## src/rtl/rv32i_types.sv

```systemverilog
// Shared RV32I front-end types.
//   fetch_reg_1_t  : request metadata registered by fetch_1 while an imem read is in flight
//   iq_entry_t     : one instruction-queue entry {inst, pc, branch_pred}
//   fetch2_state_t : fetch_2 squash FSM states
package rv32i_types;

  typedef struct packed {
    logic [31:0] pc;
    logic        valid;
    logic        branch_pred;
  } fetch_reg_1_t;

  typedef struct packed {
    logic [31:0] inst;
    logic [31:0] pc;
    logic        branch_pred;
  } iq_entry_t;

  typedef enum logic {
    RUN    = 1'b0,
    SQUASH = 1'b1
  } fetch2_state_t;

  // Pair a returning instruction word with the metadata of its request.
  function automatic iq_entry_t make_iq_entry(input logic [31:0] inst,
                                              input fetch_reg_1_t req);
    iq_entry_t e;
    e.inst        = inst;
    e.pc          = req.pc;
    e.branch_pred = req.branch_pred;
    return e;
  endfunction

endpackage

```

## src/rtl/iq_fifo.sv

```systemverilog
// Instruction queue storage: DEPTH-entry FIFO of iq_entry_t.
// Synchronous write, asynchronous read of the head entry.
// Ports:
//   clk, rst        clock, asynchronous active-high reset (pointers only)
//   flush           clears head/tail pointers on the next edge; overrides wr_en/rd_en
//   wr_en, wr_data  push one entry (ignored when full)
//   rd_en           pop the head entry (ignored when empty)
//   rd_data         head entry (undefined content when empty)
//   count           number of occupied entries, 0..DEPTH
//   full, empty     occupancy flags decoded from the pointers
module iq_fifo
  import rv32i_types::*;
#(
  parameter int DEPTH = 16,
  parameter int PTR_W = $clog2(DEPTH)
) (
  input  logic             clk,
  input  logic             rst,
  input  logic             flush,
  input  logic             wr_en,
  input  iq_entry_t        wr_data,
  input  logic             rd_en,
  output iq_entry_t        rd_data,
  output logic [PTR_W:0]   count,
  output logic             full,
  output logic             empty
);

  localparam logic [PTR_W:0] PTR_ONE = {{PTR_W{1'b0}}, 1'b1};

  // Pointers carry one extra wrap bit so full and empty are distinguishable.
  logic [PTR_W:0] wr_ptr_q, wr_ptr_d;
  logic [PTR_W:0] rd_ptr_q, rd_ptr_d;
  iq_entry_t      mem_q [DEPTH];
  logic           wr_fire;
  logic           rd_fire;

  assign empty = (wr_ptr_q == rd_ptr_q);
  assign full  = (wr_ptr_q[PTR_W] != rd_ptr_q[PTR_W]) &&
                 (wr_ptr_q[PTR_W-1:0] == rd_ptr_q[PTR_W-1:0]);
  assign count = wr_ptr_q - rd_ptr_q;

  assign wr_fire = wr_en && !full  && !flush;
  assign rd_fire = rd_en && !empty && !flush;

  always_comb begin
    wr_ptr_d = wr_ptr_q;
    rd_ptr_d = rd_ptr_q;
    if (flush) begin
      wr_ptr_d = '0;
      rd_ptr_d = '0;
    end else begin
      if (wr_fire) wr_ptr_d = wr_ptr_q + PTR_ONE;
      if (rd_fire) rd_ptr_d = rd_ptr_q + PTR_ONE;
    end
  end

  always_ff @(posedge clk or posedge rst) begin
    if (rst) begin
      wr_ptr_q <= '0;
      rd_ptr_q <= '0;
    end else begin
      wr_ptr_q <= wr_ptr_d;
      rd_ptr_q <= rd_ptr_d;
    end
  end

  // Entry storage is data only; it needs no reset because the head outputs
  // are masked whenever the queue is empty.
  always_ff @(posedge clk) begin
    if (wr_fire) mem_q[wr_ptr_q[PTR_W-1:0]] <= wr_data;
  end

  assign rd_data = mem_q[rd_ptr_q[PTR_W-1:0]];

endmodule

```

## src/rtl/fetch_2.sv

```systemverilog
// Second fetch stage: pairs imem responses with the in-flight request metadata,
// buffers them in the instruction queue and hands them to decode.
// Ports:
//   clk, rst             clock, asynchronous active-high reset
//   branch_mispredict    backend flush (one cycle)
//   imem_resp/imem_rdata instruction-memory response
//   fetch_1_reg          metadata of the request currently in flight
//   queue_full           backpressure to fetch_1 (count >= DEPTH-1)
//   iq_valid/iq_ready    decode handshake for the head entry
//   iq_inst/iq_pc/iq_branch_pred  head entry, zero when the queue is empty
module fetch_2
  import rv32i_types::*;
#(
  parameter int DEPTH = 16,
  parameter int PTR_W = $clog2(DEPTH)
) (
  input  logic         clk,
  input  logic         rst,
  input  logic         branch_mispredict,
  input  logic         imem_resp,
  input  logic [31:0]  imem_rdata,
  input  fetch_reg_1_t fetch_1_reg,
  output logic         queue_full,
  output logic         iq_valid,
  input  logic         iq_ready,
  output logic [31:0]  iq_inst,
  output logic [31:0]  iq_pc,
  output logic         iq_branch_pred
);

  localparam logic [PTR_W:0] DEPTH_C  = DEPTH[PTR_W:0];
  localparam logic [PTR_W:0] FULL_THR = DEPTH_C - 1'b1;

  fetch2_state_t  state_q, state_d;
  logic           enq_attempt;
  logic           enq_en;
  logic           deq_en;
  logic [PTR_W:0] iq_count;
  logic           fifo_full;
  logic           fifo_empty;
  iq_entry_t      head;

  // Squash FSM. When a mispredict lands while a request is still outstanding,
  // that request's response belongs to the wrong path and must be eaten when
  // it returns. If the response arrives in the mispredict cycle itself it is
  // dropped by the enqueue qualification instead and no squash is needed.
  always_comb begin
    state_d = state_q;
    case (state_q)
      RUN: begin
        if (branch_mispredict && fetch_1_reg.valid && !imem_resp) state_d = SQUASH;
      end
      SQUASH: begin
        if (imem_resp) state_d = RUN;
      end
      default: state_d = RUN;
    endcase
  end

  always_ff @(posedge clk or posedge rst) begin
    if (rst) state_q <= RUN;
    else     state_q <= state_d;
  end

  assign enq_attempt = imem_resp && fetch_1_reg.valid && (state_q == RUN) &&
                       !branch_mispredict;
  assign enq_en      = enq_attempt && !fifo_full;
  assign deq_en      = iq_valid && iq_ready && !branch_mispredict;

  iq_fifo #(
    .DEPTH (DEPTH),
    .PTR_W (PTR_W)
  ) u_iq_fifo (
    .clk     (clk),
    .rst     (rst),
    .flush   (branch_mispredict),
    .wr_en   (enq_en),
    .wr_data (make_iq_entry(imem_rdata, fetch_1_reg)),
    .rd_en   (deq_en),
    .rd_data (head),
    .count   (iq_count),
    .full    (fifo_full),
    .empty   (fifo_empty)
  );

  // All outputs decode registered state only; no input reaches an output.
  assign iq_valid       = !fifo_empty;
  assign queue_full     = (iq_count >= FULL_THR);
  assign iq_inst        = iq_valid ? head.inst        : 32'h0;
  assign iq_pc          = iq_valid ? head.pc          : 32'h0;
  assign iq_branch_pred = iq_valid ? head.branch_pred : 1'b0;

  // queue_full leaves one slot for the single in-flight response, so a
  // response arriving with the queue completely full means fetch_1 ignored
  // backpressure.
  a_no_enq_when_full : assert property (
    @(posedge clk) disable iff (rst) !(enq_attempt && (iq_count == DEPTH_C))
  );

endmodule
```

## config.mk

```make
export PLATFORM = sky130hd
export DESIGN_NAME = fetch_2
export DESIGN_NICKNAME = d
export VERILOG_FILES = /design/src/rtl/rv32i_types.sv /design/src/rtl/iq_fifo.sv /design/src/rtl/fetch_2.sv
export SDC_FILE = /design/constraint.sdc
export NUM_CORES = 1
export LEC_CHECK = 0
export CAP_MARGIN = 25
export CORE_AREA = 2 2 262 264
export DETAILED_ROUTE_END_ITERATION = 10
export DIE_AREA = 0 0 264 266
export MAX_ROUTING_LAYER = met4
export PLACE_DENSITY = 0.79
export SKIP_LAST_GASP = 1
export SYNTH_ARGS = -nofsm -noshare
export SYNTH_HDL_FRONTEND = slang
export SYNTH_SLANG_ARGS = --single-unit
```

## constraint.sdc

```tcl
create_clock -name clk -period 10.5 [get_ports clk]
set_input_delay 1.05 -clock clk [delete_from_list [all_inputs] [get_ports clk]]
set_output_delay 1.05 -clock clk [all_outputs]
set_load 0.02 [all_outputs]
```

==> results of run 1 <==
[final timing paths]
check	from	endpoint	depth (start not counted)	slack [ns]
min reg2reg	state_q	state_q	2	0.51
max in group asynchronous	rst	u_iq_fifo.rd_ptr_q[0]	2	9.39
min in group asynchronous	rst	u_iq_fifo.rd_ptr_q[2]	2	0.74
min	state_q	state_q	2	0.51
max	u_iq_fifo.rd_ptr_q[1]	iq_inst[13]	6	4.06
max reg2reg	u_iq_fifo.rd_ptr_q[1]	u_iq_fifo.mem_q[2][53]	7	5.77
[cells in the final DEF (no fill, tap or decap), types with 7 or more instances in the layout]
cell	Yosys	final
clkdlybuf4s50_1	0	137
mux4_2	173	173
clkinv_2	0	20
mux2_2	65	65
diode_2	0	7
edfxtp_1	1040	1040
inv_1	8	8
clkinv_1	0	10
clkinvlp_4	0	7
buf_4	7	32
clkbuf_1	15	16
dfrtp_1	11	8
clkbuf_16	0	103
a221o_1	65	65
nor2_1	10	8
bufinv_16	0	20
mux4_1	87	87
ha_1	9	9
nor2b_1	62	62
[cell families after synthesis]
kind of cell | synth area share [%]
mux | 17.0
xor+xnor | 0.190
flops | 77.3
buf+inv | 1.66
simple gates | 1.63
compound gates | 1.88
fa+ha+maj | 0.325
[layout make-up]
type	count	area [µm²]	area share [%]
Clock buffer	121	2670	5.72
Sequential cell	1051	31500	67.6
Inverter	8	30.0	0.0644
Timing Repair Buffer	173	1710	3.66
Antenna cell	7	17.5	0.0376
Multi-Input combinational cell	534	8690	18.6
Tap cell	882	1100	2.37
Clock inverter	64	867	1.86
[state kept, by name, summed over array words and instances (netlist names)]
name and count:
state_q 1, u_iq_fifo.rd_ptr_q 5, u_iq_fifo.wr_ptr_q 5, u_iq_fifo.mem_q 1040
[synth_stat cells, drive strengths merged]
library cell	instances	share of area (%)
o211ai	4	0.086
a21o	1	0.018
nor4b	4	0.086
and2b	4	0.074
nor3b	4	0.074
nor2	10	0.092
xor2	4	0.10
fa	1	0.049
nand2b	2	0.031
dlymetal6s4s	1	0.031
inv	8	0.074
a21oi	3	0.037
dlymetal6s2s	4	0.12
mux2	65	1.8
nand3	1	0.012
nor4bb	1	0.025
nand2	3	0.028
nor3	2	0.025
nand3b	1	0.018
and3	5	0.077
xnor2	4	0.086
o31ai	2	0.037
dfrtp	11	0.68
ha	9	0.28
or3	2	0.031
nand4	2	0.046
buf	68	1.2
edfxtp	1040	77
mux2i	3	0.074
o21ai	4	0.049
and4	3	0.064
dlygate4sd1	1	0.021
mux4	260	15
nor2b	62	0.95
o21a	3	0.055
clkbuf	17	0.17
a221o	65	1.6
[layer usage]
metal	wire [µm]	vias to the layer above
met5	0	-
met4	2330	0
met3	6610	173
met2	45800	942
met1	34600	10100
li1	-	7712
[worst max-delay path, delay by kind of cell, from the launching register on]
kind	cells	cell delay, ns
DFF	1	1.01
muxes	2	0.95
AOI/OAI and AO/OA	1	0.36
buffers and inverters	3	2.16
[power by group through the flow]
stage	combinational (mW)	sequential, mW	clock, mW
after global routing	0.910	4.65	4.05
after detailed placement	0.860	4.74	0
final	0.864	4.65	3.85
after floorplan	0.567	4.72	0
after CTS	0.872	4.65	3.89
after global placement	0.850	4.74	0
[per-stage QoR]
stage	power (mW)	utilization, %	cell area (µm²)	hold WS (ns)	worst slack [ns]
floorplan	5.29	-	40800	0.463	1.41
global placement	5.59	63.5	43000	0.489	4.74
detailed placement	5.60	63.5	43000	0.502	4.65
CTS	9.41	68.7	46500	0.517	3.97
global route	9.61	68.8	46600	0.540	3.84
finish	9.36	68.8	46600	0.515	4.06
==> flow_summary.yaml, run 1 <==
clock_network:
  cts_made_buffers: 100
  clkSinkCount: 1051
  tritoncts: "done"
  clk_path_buf_depth: 3
  clock-root-buffer: "clkbuf_16"
  cts-hold-fix-buffers: 0
  clock_latency_ns: 0.67
  path_clk_slew_ns: 0.06
  cts_resized: 0
  htreeDepth: 3
  post_cts_buffers: 0
yosys:
  synth.distinct_cells: 49
  ys_ff_latch: 1051
  synth_area_per_cell_um2: 24.2
  synth_warnings: 0
  synth_area_um2: 40800
  yosysSeqAreaShare_pct: 77.3
  synth_cells: 1684
  synth_nets: 1765
power_and_ir_drop:
  combinationalPowerShare_pct: 9.2
  p_seq_share_pct: 49.7
  swShare_pct: 21.5
  power_frac_clock_pct: 41.1
  powerDensity_nw_per_um2: 201
  ir_drop_mv: 0.138
  p_switching_mw: 2.01
  leakage_nw: 14.4
  p_int_mw: 7.35
place:
  dpl.cell_count: 2646
  portBuffers: 137
  gp_congestion: 0.787
  dp_hpwl_um: 41800
layout:
  area_growth_pct: 14.3
  drive_gt1_share_pct: 23.4
  fin_nets: 1949
  fill_cells: 3948
  instances_no_fill: 2840
global_routing:
  grt_max_degree: 150
  use_met3_pct: 4.44
  gr-usage-met2_pct: 42.4
  grt_pass1_wl_um: 129000
  met1_usage_pct: 35.0
  antenna_found_initial: 6
  grt_most_used_layer: "met2"
  overflow: 0
  grt_pass1_vias: 19500
  track_usage_pct: 26.3
worst_setup_path:
  cp-end-kind: "primary output"
  startpoint_type: "flip-flop"
  arrival_ns: 5.39
  cpMaxStageDelayCell: "dfrtp_4"
  max_stage_delay_ns: 1.01
  critPathKind: "flip-flop to primary output"
  cp_cell_sequence: "buf_12 > buf_4 > mux4_1 > mux2_2 > a221o_1 > clkdlybuf4s50_1"
  cp_max_fo: 149
  critPathRequiredTime_ns: 9.45
routing:
  ant_nets: 0
  drtIter0Drc: 2196
  via_count: 18900
  drc: 0
  wl_per_cell_um: 31.5
  viasPerCell: 6.67
  dr.pass1.iters: 5
  drt_wl_total_um: 89300
floorplanning:
  start_util_pct: 60.2
  die-width_um: 264
  num_rows: 96
  core_um2: 67700
  die_area_um2: 70200
  pin_count: 138
  die_y_um: 266
sta:
  rsz0062_at_grt: "false"
  hold_viol: 0
  fmax_ghz: 0.155
  finalSetupViolCount: 0
  max_slew.worst_pin.slew_ns: 1.15
  maxSlewHeadroom_pct: 23.4
  post-route-min-period_ns: 6.44
  fin_crit_sh_pct: 61.3
  fin_skew_ns: 0.0327
  timing.setup.tns_ns: 0
  finalMaxSlewViolations: 0
run:
  cap_violations: 0
hold_path:
  hold_class: "flip-flop to flip-flop"
outcome:
  status: "complete, no violations"
No activity file was read; power rests on OpenSTA's default activity.
==> run 2: changes to the inputs <==
CORE_AREA = 2 2 276 278   (was 2 2 262 264)
DIE_AREA = 0 0 278 280   (was 0 0 264 266)
PLACE_DENSITY = 0.75   (was 0.79)
clock period = 5.2 ns   (was 10.5 ns; I/O delays follow)
==> run 2 against run 1 <==
Critical path depth rose by 1. Final cell count up 3.6%. Die area up 11%. Via count fell by 3.9%. Global-route usage decreased by 3.7 points. Combinational power up 100%. Flip-flop and latch count unchanged. Non-clock buffer count rose by 13. Routed wire length down 6.2%. Largest cell class unchanged. Largest power group unchanged. Highest routed layer unchanged.
==> flow_summary.yaml, run 2 (same netlist as run 1, synthesis figures left out) <==
worst_setup_path:
  startpoint_type: "flip-flop"
  max_stage_delay_ns: 0.94
  critPathRequiredTime_ns: 4.68
  critPathKind: "flip-flop to primary output"
  cp_cell_sequence: "ha_1 > nand4_2 > nor2_1 > nor3_2 > buf_4 > a221o_1 > clkdlybuf4s50_1"
  arrival_ns: 4.26
  cp-end-kind: "primary output"
  cpMaxStageDelayCell: "dfrtp_1"
  cp_max_fo: 65
routing:
  drc: 0
  wl_per_cell_um: 28.5
  viasPerCell: 6.19
  drtIter0Drc: 1808
  ant_nets: 0
  via_count: 18200
  dr.pass1.iters: 7
  drt_wl_total_um: 83800
global_routing:
  overflow: 0
  antenna_found_initial: 1
  grt_pass1_wl_um: 125000
  grt_max_degree: 95
  track_usage_pct: 22.6
  grt_pass1_vias: 18900
floorplanning:
  die_y_um: 280
  die_area_um2: 77800
  num_rows: 101
  start_util_pct: 54.2
  pin_count: 138
  core_um2: 75200
  die-width_um: 278
clock_network:
  htreeDepth: 3
  cts_made_buffers: 101
  path_clk_slew_ns: 0.06
  clock_latency_ns: 0.65
  post_cts_buffers: 0
  tritoncts: "done"
  clk_path_buf_depth: 3
  clock-root-buffer: "clkbuf_16"
  clkSinkCount: 1051
  cts_resized: 0
  cts-hold-fix-buffers: 0
sta:
  timing.setup.tns_ns: 0
  fin_crit_sh_pct: 91.9
  fmax_ghz: 0.209
  rsz0062_at_grt: "false"
  fin_skew_ns: 0.0211
  finalSetupViolCount: 0
  hold_viol: 0
  finalMaxSlewViolations: 0
  post-route-min-period_ns: 4.78
  setup_slack_ns: 0.421
  max_slew.worst_pin.slew_ns: 1.01
  maxSlewHeadroom_pct: 32.5
layout:
  area_growth_pct: 14.9
  drive_gt1_share_pct: 23.2
  instances_no_fill: 2941
  fin_nets: 1963
  final_cell_area_um2: 46800
  final_common_cell: "edfxtp_1"
  largest_register_ffs: 1040
  final_cell_mix: "edfxtp_1, mux4_2, clkdlybuf4s50_1, clkbuf_16, mux4_1"
power_and_ir_drop:
  leakage_nw: 14.4
  finalPower_mw: 18.4
  powerDensity_nw_per_um2: 394
  ir_drop_mv: 0.300
place:
  place_area_um2: 43500
  dpl.cell_count: 2755
  portBuffers: 137
  dp_hpwl_um: 44900
  gp_congestion: 0.783
  pre_cts_slack_ns: 0.803
run:
  cap_violations: 0
hold_path:
  hold_class: "input port to async pin"
outcome:
  status: "complete, no violations"
[run 2: through the flow]
| stage | hold WS [ns] | utilization (%) |
|---|---|---|
| after global placement | 0.480 | 57.8 |
| after global routing | 0.237 | 62.3 |
| after floorplan | 0.372 | - |
| final | 0.205 | 62.3 |
| after detailed placement | 0.509 | 57.8 |
| after CTS | 0.165 | 62.3 |
[run 2: power breakdown]
group | total (mW) | switching, mW | internal [mW]
registers | 9.38 | 0.0367 | 9.34
clock network | 7.32 | 3.04 | 4.28
logic | 1.75 | 0.875 | 0.870
[run 2: critical path, delay by kind of cell (launching register included)]
family | cells | cell delay (ns)
DFF | 1 | 0.94
and+or+nand+nor | 3 | 0.51
buffers and inverters | 2 | 1.35
AOI/OAI and AO/OA | 1 | 0.30
adders and majority gates | 1 | 0.42
[run 2: layout make-up]
type | instances | area [µm²]
Inverter | 8 | 30.0
Sequential cell | 1051 | 31500
Clock buffer | 124 | 2700
Multi-Input combinational cell | 534 | 8730
Tap cell | 978 | 1220
Timing Repair Buffer | 186 | 2010
Fill cell | 4875 | 28300
Clock inverter | 59 | 631
Antenna cell | 1 | 2.50
[run 2: per-layer routing]
layer  vias to the layer above  part of all wire, %  GRT usage (%)
met2                       649                   51           36.5
met4                         0                  2.5           6.99
met3                       123                  5.6           2.96
li1                       7726                    -              -
met5                         -                    0              -
met1                      9708                   41           30.5
[run 2: worst paths after layout]
check                           cells past startpoint  slack [ns]                endpoint                  start
worst max-delay path                                7        0.42             iq_inst[24]  u_iq_fifo.wr_ptr_q[3]
worst min-delay path                                2        0.20                 state_q                    rst
worst max register to register                      7        1.40  u_iq_fifo.mem_q[11][9]  u_iq_fifo.wr_ptr_q[3]
worst min register to register                      2        0.52                 state_q                state_q
max in group asynchronous                           2        4.62   u_iq_fifo.rd_ptr_q[0]                    rst
min in group clk                                    2        0.44                 state_q              imem_resp
==> run 3: changes to the inputs <==
CAP_MARGIN = 40   (was 25)
CORE_AREA = 2 2 289 291   (was 2 2 276 278)
DIE_AREA = 0 0 291 293   (was 0 0 278 280)
PLACE_DENSITY = 0.69   (was 0.75)
==> run 3 against run 2 <==
Maximum frequency increased by 2.1%. Critical path type unchanged. Die area up 9.5%. Clock skew fell by 0.00090 ns. Sequential power is essentially flat. Total power shrank 1.1%.
==> flow_summary.yaml, run 3 (same netlist as run 1, synthesis figures left out) <==
outcome:
  status: "complete, no violations"
layout:
  instances_no_fill: 3041
  final_cell_area_um2: 46900
  final_cell_mix: "edfxtp_1, mux4_2, clkdlybuf4s50_1, clkbuf_16, mux4_1"
  final_common_cell: "edfxtp_1"
  fin_nets: 1976
  multi_input_area_um2: 8730
  ff_latch_area_um2: 31500
  largest_register_ffs: 1040
  fill_cells: 5780
  final_util_pct: 57.3
  drive_gt1_share_pct: 23.3
  area_growth_pct: 15.0
global_routing:
  track_usage_pct: 20.3
  grt_pass1_wl_um: 125000
  overflow: 0
  grt_max_degree: 134
  antenna_found_initial: 1
  grt_pass1_vias: 19400
clock_network:
  clk_path_buf_depth: 3
  cts_resized: 0
  post_cts_buffers: 0
  clock_latency_ns: 0.65
  clock-root-buffer: "clkbuf_16"
  clkSinkCount: 1051
  htreeDepth: 3
  path_clk_slew_ns: 0.06
  cts-hold-fix-buffers: 0
  cts_made_buffers: 106
  tritoncts: "done"
worst_setup_path:
  startpoint_type: "flip-flop"
  cpMaxStageDelayCell: "dfrtp_1"
  critPathKind: "flip-flop to primary output"
  arrival_ns: 4.16
  cp_max_fo: 44
  max_stage_delay_ns: 0.96
  cp_cell_sequence: "ha_1 > nand4_2 > nor2_1 > nor3_2 > buf_4 > a221o_1 > clkdlybuf4s50_1"
  critPathRequiredTime_ns: 4.68
  cp-end-kind: "primary output"
hold_path:
  hold_class: "input port to async pin"
sta:
  maxSlewHeadroom_pct: 32.0
  fmax_ghz: 0.214
  hold_viol: 0
  fin_crit_sh_pct: 90.0
  fin_skew_ns: 0.0202
  rsz0062_at_grt: "false"
  post-route-min-period_ns: 4.68
  max_slew.worst_pin.slew_ns: 1.02
  finalMaxSlewViolations: 0
  finalSetupViolCount: 0
  holdWs_ns: 0.206
floorplanning:
  pin_count: 138
  core_um2: 81800
  start_util_pct: 49.8
  num_rows: 105
  die_area_um2: 85300
  die_y_um: 293
  die-width_um: 291
run:
  cap_violations: 0
routing:
  via_count: 18200
  drt_wl_total_um: 82900
  viasPerCell: 5.97
  dr.pass1.iters: 5
  drtIter0Drc: 1551
  ant_nets: 0
  drc: 0
  wl_per_cell_um: 27.3
power_and_ir_drop:
  p_seq_share_pct: 51.3
  power_frac_clock_pct: 39.0
  p_int_mw: 14.3
  leakage_nw: 14.4
  swShare_pct: 21.5
  powerDensity_nw_per_um2: 389
  p_switching_mw: 3.93
  ir_drop_mv: 0.313
  combinationalPowerShare_pct: 9.7
place:
  gp_congestion: 0.740
  portBuffers: 137
  dp_hpwl_um: 44700
  place_area_um2: 43700
  dpl.cell_count: 2857
run 3: changes by cell type in the layout (fill, tap and decap cells not counted), sizes merged:
| cell | change |
|---|---|
| buf | +8 |
| inv | +2 |
| clkinvlp | -4 |
| bufinv | -6 |
| clkbuf | +8 |
run 3: area by class of cell:
cell class / count / area share [%]
diodes: 1 / 0.00534
repair buffers: 194 / 4.37
inverters: 8 / 0.0640
well taps: 1070 / 2.86
clock inverters: 51 / 0.873
multi-input cells: 534 / 18.6
flip-flops and latches: 1051 / 67.2
clock buffers: 132 / 6.00
run 3: path summary, 6_finish.rpt:
| kind | end | from | depth (start not counted) | slack [ns] |
|---|---|---|---|---|
| worst max-delay path | iq_inst[2] | u_iq_fifo.wr_ptr_q[3] | 7 | 0.52 |
| worst min-delay path | u_iq_fifo.wr_ptr_q[1] | rst | 2 | 0.21 |
| worst max register to register | u_iq_fifo.mem_q[10][39] | u_iq_fifo.wr_ptr_q[3] | 7 | 1.75 |
| worst min register to register | state_q | state_q | 2 | 0.53 |
| max in group asynchronous | u_iq_fifo.rd_ptr_q[1] | rst | 2 | 4.59 |
| min in group clk | state_q | state_q | 2 | 0.53 |
run 3: stage by stage:
stage	worst slack (ns)	TNS, ns	power, mW
CTS	0.483	0	18.4
floorplan	-2.04	-567.35	10.7
global placement	1.32	0	11.3
finish	0.517	0	18.2
detailed placement	1.23	0	11.3
global route	0.326	0	18.8
run 3: critical path, delay by kind of cell (launching register included):
| family | cells | cell delay, ns |
|---|---|---|
| compound gates | 1 | 0.31 |
| fa+ha+maj | 1 | 0.43 |
| buf+inv | 2 | 1.25 |
| flops | 1 | 0.96 |
| simple gates | 3 | 0.56 |
run 3: power groups by stage:
stage                     sequential (mW)  combinational (mW)  clock [mW]
after floorplan                      9.53                1.14           0
after global placement               9.53                1.78           0
after detailed placement             9.54                1.80           0
after CTS                            9.36                1.81        7.27
after global routing                 9.36                1.89        7.60
final                                9.36                1.77        7.11
run 3: metal layers:
layer	vias up	track usage, %	wire length, µm
met5	-	-	0
met4	0	6.19	1870
met3	104	3.11	3750
met2	455	32.7	41500
met1	9847	27.2	35800
li1	7757	-	-
==> patch (settings of run 1) <==
`DEPTH` is set to 16 in 2 places; all go to 8.
--- a/src/rtl/iq_fifo.sv
+++ b/src/rtl/iq_fifo.sv
@@ -11,7 +11,7 @@
 module iq_fifo
   import rv32i_types::*;
 #(
-  parameter int DEPTH = 16,
+  parameter int DEPTH = 8,
   parameter int PTR_W = $clog2(DEPTH)
 ) (
   input  logic             clk,
--- a/src/rtl/fetch_2.sv
+++ b/src/rtl/fetch_2.sv
@@ -11,7 +11,7 @@
 module fetch_2
   import rv32i_types::*;
 #(
-  parameter int DEPTH = 16,
+  parameter int DEPTH = 8,
   parameter int PTR_W = $clog2(DEPTH)
 ) (
   input  logic         clk,
Function: no difference found for any inputs over 4 cycles, from zero or initial values and one cycle with rst high; that may be too few to reach the edited logic, so the function may still have changed.
==> patch against run 1 <==
- worst hold slack got worse by 0.0083 ns
- final area shrank 47%
- clock skew down 0.0072 ns
- die area did not move
- maximum frequency is 23% higher
- setup slack better by 1.2 ns
- synthesized area is 51% lower
- power decreased by 48%
- wire length decreased by 52%
- sequential cell count decreased by 522
- highest routed layer unchanged
==> patch: results (changes against run 1) <==
* R2R Path End: u_iq_fifo.mem_q[3][63] (was u_iq_fifo.mem_q[2][53])
* Vias in the first global route at 9,763 (was 19,500)
* Total CTS buffers at 54 (was 100)
* Min-Delay Endpoint: u_iq_fifo.wr_ptr_q[3] (was state_q)
* Reg2Reg Setup Slack at 7.32 ns (was 5.77 ns)
* Syn_nets at 916 (was 1,765)
* Maximum vdd drop at 0.000143 V (was 0.000138 V)
* DR WL/cell at 22.3 microns (was 31.5 microns)
* Async SR Flop Fraction at 1.70% (was 1.05%)
* Sequential share of the synthesized area at 78.9% (was 77.3%)
* GRT Util Overall at 12.5% (was 26.3%)
* Initial antenna violation count at 1 (was 6)
* Final Wtd Congestion at 0.713 (was 0.787)
* Clk Latency, worst-skew pair at 0.61 ns (was 0.67 ns)
* Headroom to the max-slew limit at 32.7% (was 23.4%)
* Status: finished clean (unchanged)
* Combinational share of power at 11.3% (was 9.2%)
* CP max FO at 47 (was 149)
* R2R cell count at 6 (was 7)
* Dpl hpwl at 23,800 microns (was 41,800 microns)
* Fin nets at 1,087 (was 1,949)
* Seq. pwr at 0.00234 W (was 0.00465 W)
* Critical Path AT at 4.17 ns (was 5.39 ns)
* Post-synth EDFFs at 520 (was 1,040)
* Fill cells at 6,083 (was 3,948)
* Share of layout cells above drive strength 1 at 24.8% (was 23.4%)
* CTS HTree Levels at 2 (was 3)
* First-pass GRT wire length at 63,100 microns (was 129,000 microns)
* Pleak at 7.54 nW (was 14.4 nW)
* Pin count of the biggest net entering global routing at 71 (was 150)
* Max FFs per register at 520 (was 1,040)
* Synth top cells by count: edfxtp_1 (520), mux4_2 (130), a22o_1 (65) (was edfxtp_1 (1,040), mux4_2 (173), mux4_1 (87))
* Vias per cell at 4.79 (was 6.67)
* Yosys cell types at 33 (was 49)
* Ranking of synthesized cells by area: edfxtp_1 (78%), mux4_2 (15%), a22o_1 (2.8%), dfrtp_1 (1.1%), buf_2 (0.55%) (was edfxtp_1 (77%), mux4_2 (9.6%), mux4_1 (5.6%), mux2_2 (1.8%), a221o_1 (1.6%))
patch: cell types whose count changed in the layout (fill, tap and decap cells not counted), moves of 6 or more:
cell / delta
a221o_1: -65
a22o_1: +65
buf_4: -10
bufinv_16: -13
clkbuf_1: -12
clkbuf_16: -48
clkinv_1: -6
clkinv_2: -7
edfxtp_1: -520
mux2_2: -65
mux4_1: -87
mux4_2: -43
nor2b_1: -59
patch: critical path, cell delays in order, from the launching register on:
cell             delay (ns)
dfrtp_1                0.45
inv_1                  0.13
ha_1                   0.38
and3_1                 0.33
a21oi_4                0.67
buf_4                  0.69
a22o_1                 0.28
clkdlybuf4s50_1        0.62
patch: layer usage:
layer	vias to the layer above	part of all wire [%]	wire, microns	GRT usage, %
met3	71	5.2	2240	2.53
met2	288	49	21300	20.0
met1	4949	43	18600	16.1
met5	-	0	0	-
met4	0	2.2	969	3.58
li1	3977	-	-	-
patch: area by class of cell:
cell class	instances	area [sq um]	area share (%)
antenna	2	5.00	0.0204
clock buffer	66	1490	6.08
clock inverter	34	389	1.59
inverter	6	23.8	0.0971
multi-input combinational	257	4010	16.4
sequential	529	15800	64.7
tap	882	1100	4.51
timing repair buffer	162	1620	6.61
patch: worst max-delay path by stage:
stage	depth (start not counted)	to	startpoint	slack (ns)
2_1_floorplan	8	u_iq_fifo.mem_q[0][0]	u_iq_fifo.rd_ptr_q[1]	2.04
4_1_cts	6	iq_pc[12]	u_iq_fifo.rd_ptr_q[0]	4.67
3_3_place_gp	6	iq_inst[23]	u_iq_fifo.rd_ptr_q[0]	5.47
6_report	7	iq_pc[12]	u_iq_fifo.rd_ptr_q[2]	5.28
5_1_grt	7	iq_inst[19]	u_iq_fifo.rd_ptr_q[2]	5.07
3_5_place_dp	6	iq_pc[12]	u_iq_fifo.rd_ptr_q[0]	5.33
patch: through the flow:
stage | power (W) | area, sq um | hold WS (ns) | worst slack, ns | cells
floorplan | 0.00273 | 20100 | 0.455 | 2.04 | 839
global placement | 0.00293 | 22500 | 0.469 | 5.47 | 1833
detailed placement | 0.00294 | 22500 | 0.498 | 5.33 | 1833
CTS | 0.00494 | 24400 | 0.506 | 4.67 | 1933
global route | 0.00505 | 24500 | 0.520 | 5.07 | 1937
finish | 0.00488 | 24500 | 0.507 | 5.28 | 1938
patch: cells by family after synthesis:
group	after synthesis	synth area share [%]
flip-flops	529	78.9
multiplexers	138	15.0
AO/OA/AOI/OAI	77	3.21
buffers and inverters	53	1.50
AND/OR/NAND/NOR	34	0.922
adder cells (fa/ha/maj)	6	0.411
XOR/XNOR	2	0.0872
